[src/rtl/ddr3_fsm_pkg.sv]
// Shared definitions for the DDR3 frame-buffer read and write FSMs.
// Word addresses are in 32-byte units throughout.
package ddr3_fsm_pkg;

  localparam int DDR3_WORD_AW      = 27;
  localparam int QUARTER_WORDS_DEF = 'h5A00;
  localparam int WORD_CNT_W        = 17;

  typedef enum logic [2:0] {
    ST_IDLE,
    ST_ARM,
    ST_WRITE,
    ST_DRAIN,
    ST_PUBLISH
  } wr_state_t;

  function automatic int frame_words(input int quarter_words, input int quarters);
    return quarter_words * quarters;
  endfunction

endpackage

[src/rtl/ddr3_writer_fsm_if.sv]
// Pixel stream in, DDR3 write commands out, and the completed-frame pointer.
// The master side is the writer FSM; the slave side is its surroundings.
interface ddr3_writer_fsm_if;
  import ddr3_fsm_pkg::*;

  logic [255:0]              pix_data;
  logic                      pix_valid;
  logic                      pix_ready;
  logic [DDR3_WORD_AW-1:0]   write_addr_data;
  logic [255:0]              write_data;
  logic                      write_valid;
  logic                      write_ready;
  logic [1:0]                ptr_data;
  logic                      ptr_valid;
  logic                      ptr_ready;

  modport master (
    input  pix_data, pix_valid, write_ready, ptr_ready,
    output pix_ready, write_addr_data, write_data, write_valid, ptr_data, ptr_valid
  );

  modport slave (
    output pix_data, pix_valid, write_ready, ptr_ready,
    input  pix_ready, write_addr_data, write_data, write_valid, ptr_data, ptr_valid
  );

endinterface

[src/rtl/ddr3_writer_fsm.sv]
// Write-side address generator for one camera's DDR3 frame buffer: turns a
// pixel-word stream into word-addressed writes and publishes a frame counter.
module ddr3_writer_fsm
  import ddr3_fsm_pkg::*;
#(
  parameter int QUARTER_WORDS = QUARTER_WORDS_DEF,
  parameter int QUARTERS      = 4,
  parameter int SLOT_MODE     = 0
) (
  input  logic                     clk,
  input  logic                     reset,
  input  logic [31:0]              cam_start,
  input  logic                     sof,
  ddr3_writer_fsm_if.master        bus,
  output logic [7:0]               frame_drop_cnt,
  output logic                     busy
);

  localparam int FRAME_WORDS_P = frame_words(QUARTER_WORDS, QUARTERS);
  localparam logic [WORD_CNT_W-1:0]   LAST_WORD     = WORD_CNT_W'(FRAME_WORDS_P - 1);
  localparam logic [DDR3_WORD_AW-1:0] FRAME_WORDS_A = DDR3_WORD_AW'(FRAME_WORDS_P);

  wr_state_t                 state_q, state_d;
  logic [DDR3_WORD_AW-1:0]   frame_base_q, frame_base_d;
  logic [DDR3_WORD_AW-1:0]   write_addr_q, write_addr_d;
  logic [255:0]              write_data_q, write_data_d;
  logic                      write_valid_q, write_valid_d;
  logic [WORD_CNT_W-1:0]     word_cnt_q, word_cnt_d;
  logic [1:0]                ptr_data_q, ptr_data_d;
  logic                      ptr_valid_q, ptr_valid_d;
  logic [7:0]                drop_cnt_q, drop_cnt_d;
  logic                      sof_pending_q, sof_pending_d;

  logic                      pix_ready_c;
  logic                      accept;
  logic [1:0]                next_slot;
  logic [DDR3_WORD_AW-1:0]   slot_offset;
  logic [7:0]                drop_cnt_inc;
  logic                      unused_cam_lsb;

  assign unused_cam_lsb = ^cam_start[4:0];

  // Single output register with no skid: a new word can only enter when the
  // current command is absent or leaving this cycle.
  always_comb begin
    pix_ready_c = 1'b0;
    unique case (state_q)
      ST_IDLE:  pix_ready_c = 1'b1;
      ST_WRITE: pix_ready_c = !write_valid_q || bus.write_ready;
      default:  pix_ready_c = 1'b0;
    endcase
  end

  assign accept = bus.pix_valid && pix_ready_c;

  always_comb begin
    state_d       = state_q;
    frame_base_d  = frame_base_q;
    write_addr_d  = write_addr_q;
    write_data_d  = write_data_q;
    write_valid_d = write_valid_q;
    word_cnt_d    = word_cnt_q;
    ptr_data_d    = ptr_data_q;
    ptr_valid_d   = ptr_valid_q;
    drop_cnt_d    = drop_cnt_q;
    sof_pending_d = sof_pending_q;

    next_slot    = ptr_data_q + 2'd1;
    slot_offset  = (SLOT_MODE != 0) ?
                   {{(DDR3_WORD_AW-2){1'b0}}, next_slot} * FRAME_WORDS_A : '0;
    drop_cnt_inc = (drop_cnt_q == 8'hFF) ? drop_cnt_q : drop_cnt_q + 8'd1;

    if (write_valid_q && bus.write_ready) write_valid_d = 1'b0;
    if (bus.ptr_ready)                    ptr_valid_d   = 1'b0;

    unique case (state_q)
      ST_IDLE: begin
        if (sof || sof_pending_q) begin
          state_d       = ST_ARM;
          sof_pending_d = 1'b0;
        end
      end

      ST_ARM: begin
        frame_base_d = cam_start[31:5] + slot_offset;
        word_cnt_d   = '0;
        state_d      = ST_WRITE;
      end

      ST_WRITE: begin
        if (accept) begin
          write_addr_d  = frame_base_q + {{(DDR3_WORD_AW-WORD_CNT_W){1'b0}}, word_cnt_q};
          write_data_d  = bus.pix_data;
          write_valid_d = 1'b1;
          word_cnt_d    = word_cnt_q + WORD_CNT_W'(1);
          if (word_cnt_q == LAST_WORD) state_d = ST_DRAIN;
        end
        // Abort wins over a last-word transition; a registered write still drains.
        if (sof) begin
          drop_cnt_d = drop_cnt_inc;
          state_d    = ST_ARM;
        end
      end

      ST_DRAIN: begin
        if (!write_valid_q || bus.write_ready) state_d = ST_PUBLISH;
        if (sof) sof_pending_d = 1'b1;
      end

      ST_PUBLISH: begin
        ptr_data_d  = ptr_data_q + 2'd1;
        ptr_valid_d = 1'b1;
        if (ptr_valid_q && !bus.ptr_ready) drop_cnt_d = drop_cnt_inc;
        if (sof) sof_pending_d = 1'b1;
        state_d = ST_IDLE;
      end

      default: state_d = ST_IDLE;
    endcase
  end

  always_ff @(posedge clk or posedge reset) begin
    if (reset) begin
      state_q       <= ST_IDLE;
      frame_base_q  <= '0;
      write_addr_q  <= '0;
      write_data_q  <= '0;
      write_valid_q <= 1'b0;
      word_cnt_q    <= '0;
      ptr_data_q    <= 2'd0;
      ptr_valid_q   <= 1'b0;
      drop_cnt_q    <= 8'd0;
      sof_pending_q <= 1'b0;
    end else begin
      state_q       <= state_d;
      frame_base_q  <= frame_base_d;
      write_addr_q  <= write_addr_d;
      write_data_q  <= write_data_d;
      write_valid_q <= write_valid_d;
      word_cnt_q    <= word_cnt_d;
      ptr_data_q    <= ptr_data_d;
      ptr_valid_q   <= ptr_valid_d;
      drop_cnt_q    <= drop_cnt_d;
      sof_pending_q <= sof_pending_d;
    end
  end

  assign bus.pix_ready       = pix_ready_c;
  assign bus.write_addr_data = write_addr_q;
  assign bus.write_data      = write_data_q;
  assign bus.write_valid     = write_valid_q;
  assign bus.ptr_data        = ptr_data_q;
  assign bus.ptr_valid       = ptr_valid_q;
  assign frame_drop_cnt      = drop_cnt_q;
  assign busy                = (state_q != ST_IDLE);

endmodule

[src/flat_wrapper.sv]
// flat-port wrapper written by rule: the top's interface ports become plain ports
module ddr3_writer_fsm_flat import ddr3_fsm_pkg::*;
#(
  parameter int QUARTER_WORDS = QUARTER_WORDS_DEF,
  parameter int QUARTERS      = 4,
  parameter int SLOT_MODE     = 0
)
  (clk, reset, cam_start, sof, frame_drop_cnt, busy, bus_pix_data, bus_pix_valid, bus_write_ready, bus_ptr_ready, bus_pix_ready, bus_write_addr_data, bus_write_data, bus_write_valid, bus_ptr_data, bus_ptr_valid);
  ddr3_writer_fsm_if bus_i ();
  input  logic clk;
  input  logic reset;
  input  logic [31:0] cam_start;
  input  logic sof;
  output logic [7:0] frame_drop_cnt;
  output logic busy;
  input wire logic [$bits(bus_i.pix_data)-1:0] bus_pix_data;
  input wire logic [$bits(bus_i.pix_valid)-1:0] bus_pix_valid;
  input wire logic [$bits(bus_i.write_ready)-1:0] bus_write_ready;
  input wire logic [$bits(bus_i.ptr_ready)-1:0] bus_ptr_ready;
  output wire logic [$bits(bus_i.pix_ready)-1:0] bus_pix_ready;
  output wire logic [$bits(bus_i.write_addr_data)-1:0] bus_write_addr_data;
  output wire logic [$bits(bus_i.write_data)-1:0] bus_write_data;
  output wire logic [$bits(bus_i.write_valid)-1:0] bus_write_valid;
  output wire logic [$bits(bus_i.ptr_data)-1:0] bus_ptr_data;
  output wire logic [$bits(bus_i.ptr_valid)-1:0] bus_ptr_valid;
  assign bus_i.pix_data = bus_pix_data;
  assign bus_i.pix_valid = bus_pix_valid;
  assign bus_i.write_ready = bus_write_ready;
  assign bus_i.ptr_ready = bus_ptr_ready;
  assign bus_pix_ready = bus_i.pix_ready;
  assign bus_write_addr_data = bus_i.write_addr_data;
  assign bus_write_data = bus_i.write_data;
  assign bus_write_valid = bus_i.write_valid;
  assign bus_ptr_data = bus_i.ptr_data;
  assign bus_ptr_valid = bus_i.ptr_valid;
  ddr3_writer_fsm #(.QUARTER_WORDS(QUARTER_WORDS), .QUARTERS(QUARTERS), .SLOT_MODE(SLOT_MODE)) u_core (.clk(clk), .reset(reset), .cam_start(cam_start), .sof(sof), .bus(bus_i), .frame_drop_cnt(frame_drop_cnt), .busy(busy));
endmodule
[config.mk]
export PLATFORM = sky130hd
export DESIGN_NAME = ddr3_writer_fsm_flat
export DESIGN_NICKNAME = d
export VERILOG_FILES = /design/src/rtl/ddr3_fsm_pkg.sv /design/src/rtl/ddr3_writer_fsm_if.sv /design/src/rtl/ddr3_writer_fsm.sv /design/src/flat_wrapper.sv
export SDC_FILE = /design/constraint.sdc
export NUM_CORES = 1
export LEC_CHECK = 0
export ABC_AREA = 1
export CAP_MARGIN = 20
export CORE_AREA = 4 4 230 232
export DETAILED_ROUTE_END_ITERATION = 8
export DIE_AREA = 0 0 234 236
export HOLD_SLACK_MARGIN = 0.05
export PLACE_DENSITY = 0.64
export SLEW_MARGIN = 20
export SYNTH_ARGS = -nofsm -noshare
export SYNTH_HDL_FRONTEND = slang
export SYNTH_SLANG_ARGS = --single-unit
[constraint.sdc]
create_clock -name clk -period 11.6 [get_ports clk]
set_input_delay 2.32 -clock clk [delete_from_list [all_inputs] [get_ports clk]]
set_output_delay 2.32 -clock clk [all_outputs]
set_load 0.005 [all_outputs]
### Word level (Yosys, flattened, before mapping)

Index checks and enable logic that the tools add are counted.

| storage, ports and cells | value |
|---|---|
| register bits after elaboration | 343 |
| bits of input ports | 294 |
| output and inout bits | 297 |
| logic and storage cells | 68 |

| cells by class | value |
|---|---|
| add/sub/neg operators | 4 |
| equal/unequal tests | 14 |
| multiplexer cells | 21 |
| reductions and logical operators | 19 |

Operator list:

| operator | count |
|---|---|
| $pmux 17 s2 | 1 |
| $add 27x17->27 | 1 |
| $mux 8 | 3 |
| $add 17x1->17 const B | 1 |
| $eq 17x17->1 const B | 1 |
| $mux 17 | 1 |
| $pmux 8 s2 | 1 |
| $mux 3 | 5 |
| $pmux 3 s4 | 1 |
| $ne 2x1->1 const B | 5 |
| $add 8x1->8 const B | 1 |
| $eq 8x8->1 const B | 1 |
| $reduce_bool 2->1 | 4 |
| $mux 1 | 7 |
| $eq 3x2->1 const B | 2 |
| $ne 3x2->1 const B | 2 |
| $reduce_and 3->1 | 2 |
| $pmux 1 s2 | 2 |
| $reduce_and 2->1 | 2 |
| $reduce_and 4->1 | 1 |
| $eq 3x1->1 const B | 1 |
| $eq 3x3->1 const B | 1 |
| $logic_and 1x1->1 | 3 |
| $logic_not 3->1 | 1 |
| 6 further kinds | 8 |

### Depth between registers and ports, before layout

Gate-level depths: netlist of the first run.

| depth | value |
|---|---|
| word-level depth | 7 |
| mapped depth | 13 |

### Least setup slack after synthesis of the first run

No wires, ideal clock.

| timing | value |
|---|---|
| path type | input port to output port |
| from | input bus_write_ready |
| to | output bus_pix_ready |
| arrival time | 2683 ps |
| required time | 9280 ps |
| path slack | 6597 ps |
| stages | 4 |
| path buffers | 0 |
| path through | inv_1 nand2_1 o21ai_0 inv_1 |

| on the way | value |
|---|---|
| word-level cells in the longest chain between the ends | 2 |

RTL lines:

| item | RTL line | text |
|---|---|---|
| start, declared | flat_wrapper.sv:18 | `input wire logic [$bits(bus_i.write_ready)-1:0] bus_write_ready;` |
| $logic_or 1x1->1 | ddr3_writer_fsm.sv:49 | `ST_WRITE: pix_ready_c = !write_valid_q \|\| bus.write_ready;` |
| $pmux 1 s2 | ddr3_writer_fsm.sv:47 | `unique case (state_q)` |
| end, declared | flat_wrapper.sv:20 | `output wire logic [$bits(bus_i.pix_ready)-1:0] bus_pix_ready;` |

No other way between the ends.

### Worst setup path in the final report of the first run

Same ends and word-level chain as after synthesis.

==> run_results.csv, run 1 <==
group,metric,value,unit
run_status,status,"complete, no violations",
synth,syn-instance-count,1873,
power_and_ir_drop,p_per_area,246,nW/um^2
power_and_ir_drop,leakagePower,0.0113,uW
worst_hold_path,worst_hold_path.num_cells,2,
synth,avgSynthCellArea,7.98,sq um
worst_hold_path,hold_start,"u_core.bus.write_data[107]",
floorplanning,io_pins,591,
floorplanning,initial_utilization,29.3,%
timing,finalHoldViolCount,0,
synth,synth_edf_count,0,
clock_tree,ctsResizeCount,0,
power_and_ir_drop,ir_worst_vdd,134,uV
placement,dp_hpwl,38000,microns
clock_tree,cts_tree,"built",
synth,synth_seq_cells,343,
worst_setup_path,reg2reg_slack,7.96,ns
worst_setup_path,rr_startpoint,"u_core.state_q[0]",
worst_setup_path,max_stage_delay,0.50,ns
clock_tree,clockBufferDepth,3,
power_and_ir_drop,switching_power,1910,uW
placement,portBuffers,585,
clock_tree,numCtsBuffers,42,
clock_tree,cts_setup_buffers,0,
power_and_ir_drop,finalPower,5620,uW
cells_and_area,fin_nets,2755,
global_route,grt_pass1_wl,79000,microns
timing,period_share,51.7,%
clock_tree,root_buffer,"clkbuf_16",
cells_and_area,layout_common_cells,"nand2_1 (1,094), clkdlybuf4s50_1 (585), dfrtp_1 (343)",
synth,synth_area,14900,sq um
global_route,grt_max_degree,182,
floorplanning,fp.coreArea,51000,sq um
synth,syn_nets,2187,
worst_hold_path,hold_class,"flip-flop to flip-flop",
worst_setup_path,required,9.28,ns
timing,tightest_slew,1.09,ns
drt,firstDrtPassIters,6,
worst_setup_path,cp_slowest_cell,"clkdlybuf4s50_1",
worst_setup_path,crit_fanout,5,
timing,slew_viol_final,0,
drt,vias,13819,
worst_setup_path,start_kind,"primary input",
global_route,overflow,0,
clock_tree,clock-sinks,343,
global_route,antenna_found_initial,2,
clock_tree,cts_hold_buf,0,
synth,synth_top_cell_by_area,"dfrtp_1",
drt,drc_errors,0,
synth,async_reset_ff_share,100,%
worst_setup_path,cp.arrival,3.68,ns
worst_hold_path,hold_end,"u_core.bus.write_data[107]",
cells_and_area,final_layout_size_suffix_gt1_share,3.60,%
synth,ys_seq_area_share,57.5,%
drt,wirelength,52000,microns
worst_setup_path,cp-end-kind,"output port",
synth,ys_top_cells_by_area,"dfrtp_1 (57%), nand2_1 (27%), inv_1 (2.9%)",
drt,detail-route-antenna-nets,0,
synth,yosys_warnings,0,
run,drv_cap,0,
worst_setup_path,r2r-end,"u_core.bus.write_data[186]",
synth,synth_top_area_share,57.5,%
drt,drtIter0Drc,862,
synth,ys_types,35,
power_and_ir_drop,combPwrFrac,40.1,%
clock_tree,clk_latency,0.57,ns
floorplanning,dieArea,55200,sq um
timing,finClkSkew,0.0179,ns
timing,slew-limit-headroom,27.3,%
timing,fmax,167,MHz
clock_tree,htreeDepth,2,
cells_and_area,syn_to_final_growth,53.2,%
worst_setup_path,rr_worst_depth,7,
drt,wl_per_cell,16.5,microns
cells_and_area,final_common_cell,"nand2_1",
timing,setup_violations,0,
power_and_ir_drop,clkPwrFrac,24.0,%
power_and_ir_drop,p_int,3710,uW
power_and_ir_drop,power_frac_seq,36.0,%
global_route,first_global_vias,13656,
power_and_ir_drop,netSwitchingFraction,34.0,%
floorplanning,chipHeight,236,microns
worst_setup_path,crit_type,"primary input to output port",
clock_tree,clkTransAtPathRegs,0.05,ns
worst_setup_path,path_cells,"clkdlybuf4s50_1 -> inv_1 -> nand2_1 -> o21ai_0 -> inv_1 -> clkdlybuf4s50_1",
timing,period_needed,6.00,ns
timing,fin_tns_setup,0,ns
synth,synth-main-ff-cell,"dfrtp_1",
floorplanning,num_rows,83,
global_route,track_usage,18.1,%
placement,gp_congestion,0.890,
drt,vias_per_cell,4.38,
timing,rsz0062_at_grt,"false",
floorplanning,die_width,234,microns
[flip-flops by register name, indices dropped and copies added, names as in the netlist]
register                    count
u_core.bus.write_data         256
u_core.bus.write_addr_data     27
u_core.frame_base_q            27
u_core.word_cnt_q              17
u_core.frame_drop_cnt           8
u_core.state_q                  3
u_core.bus.ptr_data             2
u_core.bus.ptr_valid            1
u_core.bus.write_valid          1
u_core.sof_pending_q            1
[layer usage]
layer | vias to the layer above | GRT usage (%) | wire, microns | share of wire (%)
met5 | - | 0 | 20 | 0.038
met4 | 2 | 5.40 | 1430 | 2.7
met3 | 83 | 5.60 | 4600 | 8.9
met2 | 470 | 30.7 | 25100 | 48
met1 | 6413 | 22.2 | 20900 | 40
li1 | 6851 | - | - | -
[kinds of logic after synthesis]
family	synth area share, %
AND/OR/NAND/NOR	32.8
flip-flops	57.5
buffers and inverters	4.99
AO/OA/AOI/OAI	1.94
adder cells (fa/ha/maj)	1.73
XOR/XNOR	1.11
[metrics by stage]
| stage | utilization [%] | worst slack (ns) | hold WS (ns) | instances | area [sq um] |
|---|---|---|---|---|---|
| floorplan | - | 4.69 | 0.453 | 1873 | 14900 |
| global placement | 42.0 | 5.44 | 0.461 | 3076 | 21400 |
| detailed placement | 42.0 | 5.42 | 0.464 | 3076 | 21400 |
| CTS | 44.8 | 5.58 | 0.479 | 3151 | 22900 |
| global route | 44.9 | 5.51 | 0.490 | 3153 | 22900 |
| finish | 44.9 | 5.60 | 0.476 | 3153 | 22900 |
[layout make-up]
cell class / count / area (sq um)
fillers: 4995 / 28100
flip-flops and latches: 343 / 8580
repair buffers: 593 / 5960
multi-input cells: 1342 / 5610
clock buffers: 61 / 1230
well taps: 680 / 851
inverters: 119 / 458
clock inverters: 14 / 183
diodes: 1 / 2.50
[Yosys cell counts, types with 2 or more instances]
| master | n |
|---|---|
| clkbuf_1 | 25 |
| buf_1 | 12 |
| nor4_1 | 2 |
| xnor2_1 | 11 |
| a21boi_0 | 2 |
| buf_2 | 32 |
| inv_2 | 4 |
| nor3_1 | 9 |
| and2_1 | 2 |
| nand3_1 | 57 |
| o21ai_0 | 30 |
| a21oi_1 | 17 |
| nand3_2 | 2 |
| ha_1 | 19 |
| nand2_1 | 1094 |
| nor2_2 | 2 |
| nand4_1 | 12 |
| or2_2 | 2 |
| o21ai_1 | 2 |
| nand3b_1 | 7 |
| dfrtp_1 | 343 |
| nor2_1 | 53 |
| inv_1 | 115 |
| xor2_1 | 8 |
[critical path, delay by kind of cell]
family | cells | cell delay (ns)
and+or+nand+nor | 1 | 0.17
AOI/OAI and AO/OA | 1 | 0.11
buffers and inverters | 4 | 1.08
[power groups by stage]
stage	Combinational, uW	Clock, uW	Sequential (uW)
finish	2250	1350	2020
global route	2510	1440	2090
CTS	2300	1400	2030
detailed placement	2290	0	2030
global placement	2260	0	2020
floorplan	877	0	2040
[worst max path at each step]
| stage | from | endpoint | slack (ns) | cells past startpoint |
|---|---|---|---|---|
| final | bus_write_ready | bus_pix_ready | 5.60 | 6 |
| after global placement | bus_write_ready | u_core.bus.write_data[3] | 5.44 | 9 |
| after floorplan | reset | u_core.bus.ptr_data[0] | 4.69 | 1 |
| after global routing | bus_write_ready | bus_pix_ready | 5.51 | 6 |
| after CTS | bus_write_ready | bus_pix_ready | 5.58 | 6 |
| after detailed placement | bus_write_ready | u_core.bus.write_data[70] | 5.42 | 9 |
Power figures use the tool's default switching activity.
==> inputs of run 2 (changes only) <==
==> constraint.sdc (replaced) <==
create_clock -name clk -period 5.45 [get_ports clk]
set_input_delay 1.09 -clock clk [delete_from_list [all_inputs] [get_ports clk]]
set_output_delay 1.09 -clock clk [all_outputs]
set_load 0.005 [all_outputs]
==> run 2 against run 1 <==
Net effect: final cell count hardly changed; worst hold slack worse by 0.0093 ns; die area stayed put; flip-flop and latch count stayed put; combinational power is 110% higher; clock-buffer cell count stayed put; core utilization is 0.096 points higher; sequential share of layout area is 0.080 points lower; global-route usage hardly changed; critical path depth stayed put; clock skew is 0.0046 ns higher; design area is 0.21% higher.
==> run_results.csv, run 2 (same netlist as run 1, synthesis figures left out) <==
group,metric,value,unit
cells_and_area,register_area,8580,sq um
timing,period_share,65.3,%
worst_setup_path,rr_startpoint,"u_core.state_q[1]",
clock_tree,clkTransAtPathRegs,0.06,ns
drt,wirelength,52000,microns
cells_and_area,multiInputGateArea,5610,sq um
floorplanning,io_pins,591,
cells_and_area,layout_common_cells,"nand2_1 (1,094), clkdlybuf4s50_1 (585), dfrtp_1 (343)",
worst_setup_path,cp.arrival,2.47,ns
clock_tree,ctsResizeCount,0,
power_and_ir_drop,p_per_area,523,nW/um^2
run,drv_cap,0,
worst_setup_path,path_cells,"clkdlybuf4s50_1 -> inv_1 -> nand2_1 -> o21ai_0 -> inv_1 -> clkdlybuf4s50_1",
clock_tree,cts_tree,"built",
cells_and_area,final_cell_area,22900,sq um
cells_and_area,final_common_cell,"nand2_1",
cells_and_area,largest_reg_flops,256,
worst_hold_path,hold_end,"u_core.bus.ptr_data[1]",
clock_tree,clk_latency,0.56,ns
cells_and_area,fin_util,45.0,%
timing,slew_viol_final,0,
global_route,antenna_found_initial,2,
drt,firstDrtPassIters,5,
run_status,status,"complete, no violations",
cells_and_area,fin_nets,2758,
placement,dp_hpwl,38400,microns
floorplanning,die_width,234,microns
worst_setup_path,crit_fanout,5,
global_route,first_global_vias,13681,
worst_setup_path,start_kind,"primary input",
worst_setup_path,critPathTopFamily,"buffers and inverters",
drt,vias,13867,
timing,hold_ws,0.467,ns
worst_hold_path,hold_class,"flip-flop to flip-flop",
worst_setup_path,required,4.36,ns
worst_setup_path,critPathBufInv,4,
worst_hold_path,worst_hold_path.num_cells,1,
placement,portBuffers,585,
worst_setup_path,cp_slowest_cell,"clkdlybuf4s50_1",
worst_setup_path,max_stage_delay,0.50,ns
global_route,grt_pass1_wl,79000,microns
floorplanning,num_rows,83,
placement,gp_congestion,0.896,
timing,tightest_slew,1.03,ns
timing,finalHoldViolCount,0,
worst_hold_path,hold_start,"u_core.bus.ptr_data[1]",
worst_setup_path,crit_type,"primary input to output port",
global_route,overflow,0,
global_route,track_usage,18.1,%
drt,vias_per_cell,4.40,
timing,setup_violations,0,
cells_and_area,fillers,4981,
power_and_ir_drop,leakagePower,0.0114,uW
cells_and_area,final_layout_size_suffix_gt1_share,3.80,%
drt,drtIter0Drc,872,
floorplanning,chipHeight,236,microns
worst_setup_path,rr_worst_depth,8,
clock_tree,root_buffer,"clkbuf_16",
drt,drc_errors,0,
power_and_ir_drop,finalPower,12000,uW
timing,fin_tns_setup,0,ns
cells_and_area,syn_to_final_growth,53.5,%
floorplanning,dieArea,55200,sq um
drt,detail-route-antenna-nets,0,
timing,period_needed,3.56,ns
clock_tree,numCtsBuffers,42,
global_route,grt_max_degree,199,
clock_tree,clockBufferDepth,3,
timing,slew-limit-headroom,31.1,%
timing,fmax,281,MHz
timing,rsz0062_at_grt,"false",
drt,wl_per_cell,16.5,microns
placement,postPlaceCellArea,21500,sq um
power_and_ir_drop,ir_worst_vdd,346,uV
timing,finClkSkew,0.0225,ns
floorplanning,fp.coreArea,51000,sq um
floorplanning,initial_utilization,29.3,%
worst_setup_path,cp-end-kind,"output port",
worst_setup_path,r2r-end,"u_core.word_cnt_q[7]",
clock_tree,cts_hold_buf,0,
clock_tree,htreeDepth,2,
worst_setup_path,reg2reg_slack,3.08,ns
clock_tree,clock-sinks,343,
clock_tree,cts_setup_buffers,0,
## run 2: changes by cell type in the layout (fill, tap and decap cells not counted), moves of 2 or more
cell and delta:
buf_12 +3, clkbuf_1 -3, clkbuf_8 +3, clkinv_4 -2
## run 2: through the flow
stage	worst slack, ns	cells
finish	1.89	3155
global route	1.80	3155
CTS	1.89	3154
detailed placement	1.89	3080
global placement	1.91	3080
floorplan	-0.229	1873
## run 2: worst max-delay path by stage
stage,start,end,depth (start not counted)
CTS,bus_write_ready,bus_pix_ready,6
finish,bus_write_ready,bus_pix_ready,6
floorplan,reset,u_core.bus.ptr_data[0],1
detailed placement,bus_write_ready,bus_pix_ready,6
global placement,bus_write_ready,bus_pix_ready,6
global route,bus_write_ready,bus_pix_ready,6
## run 2: per-layer routing
| layer | GRT usage (%) | vias to the layer above | routed length (microns) |
|---|---|---|---|
| li1 | - | 6841 | - |
| met1 | 22.2 | 6469 | 21300 |
| met2 | 30.5 | 469 | 24900 |
| met3 | 5.54 | 86 | 4340 |
| met4 | 5.67 | 2 | 1570 |
| met5 | 0 | - | 20 |
## run 2: power breakdown
part	switching (uW)	internal, uW	total [uW]
Sequential	654	3650	4300
Clock	1110	1750	2860
Combinational	2290	2540	4830
Total	4060	7940	12000
## run 2: area by class of cell
cell class,instances,area share (%)
tap,680,3.71
timing repair buffer,596,26.2
antenna,1,0.0109
inverter,119,2.00
sequential,343,37.4
clock inverter,13,0.704
clock buffer,61,5.51
multi-input combinational,1342,24.5
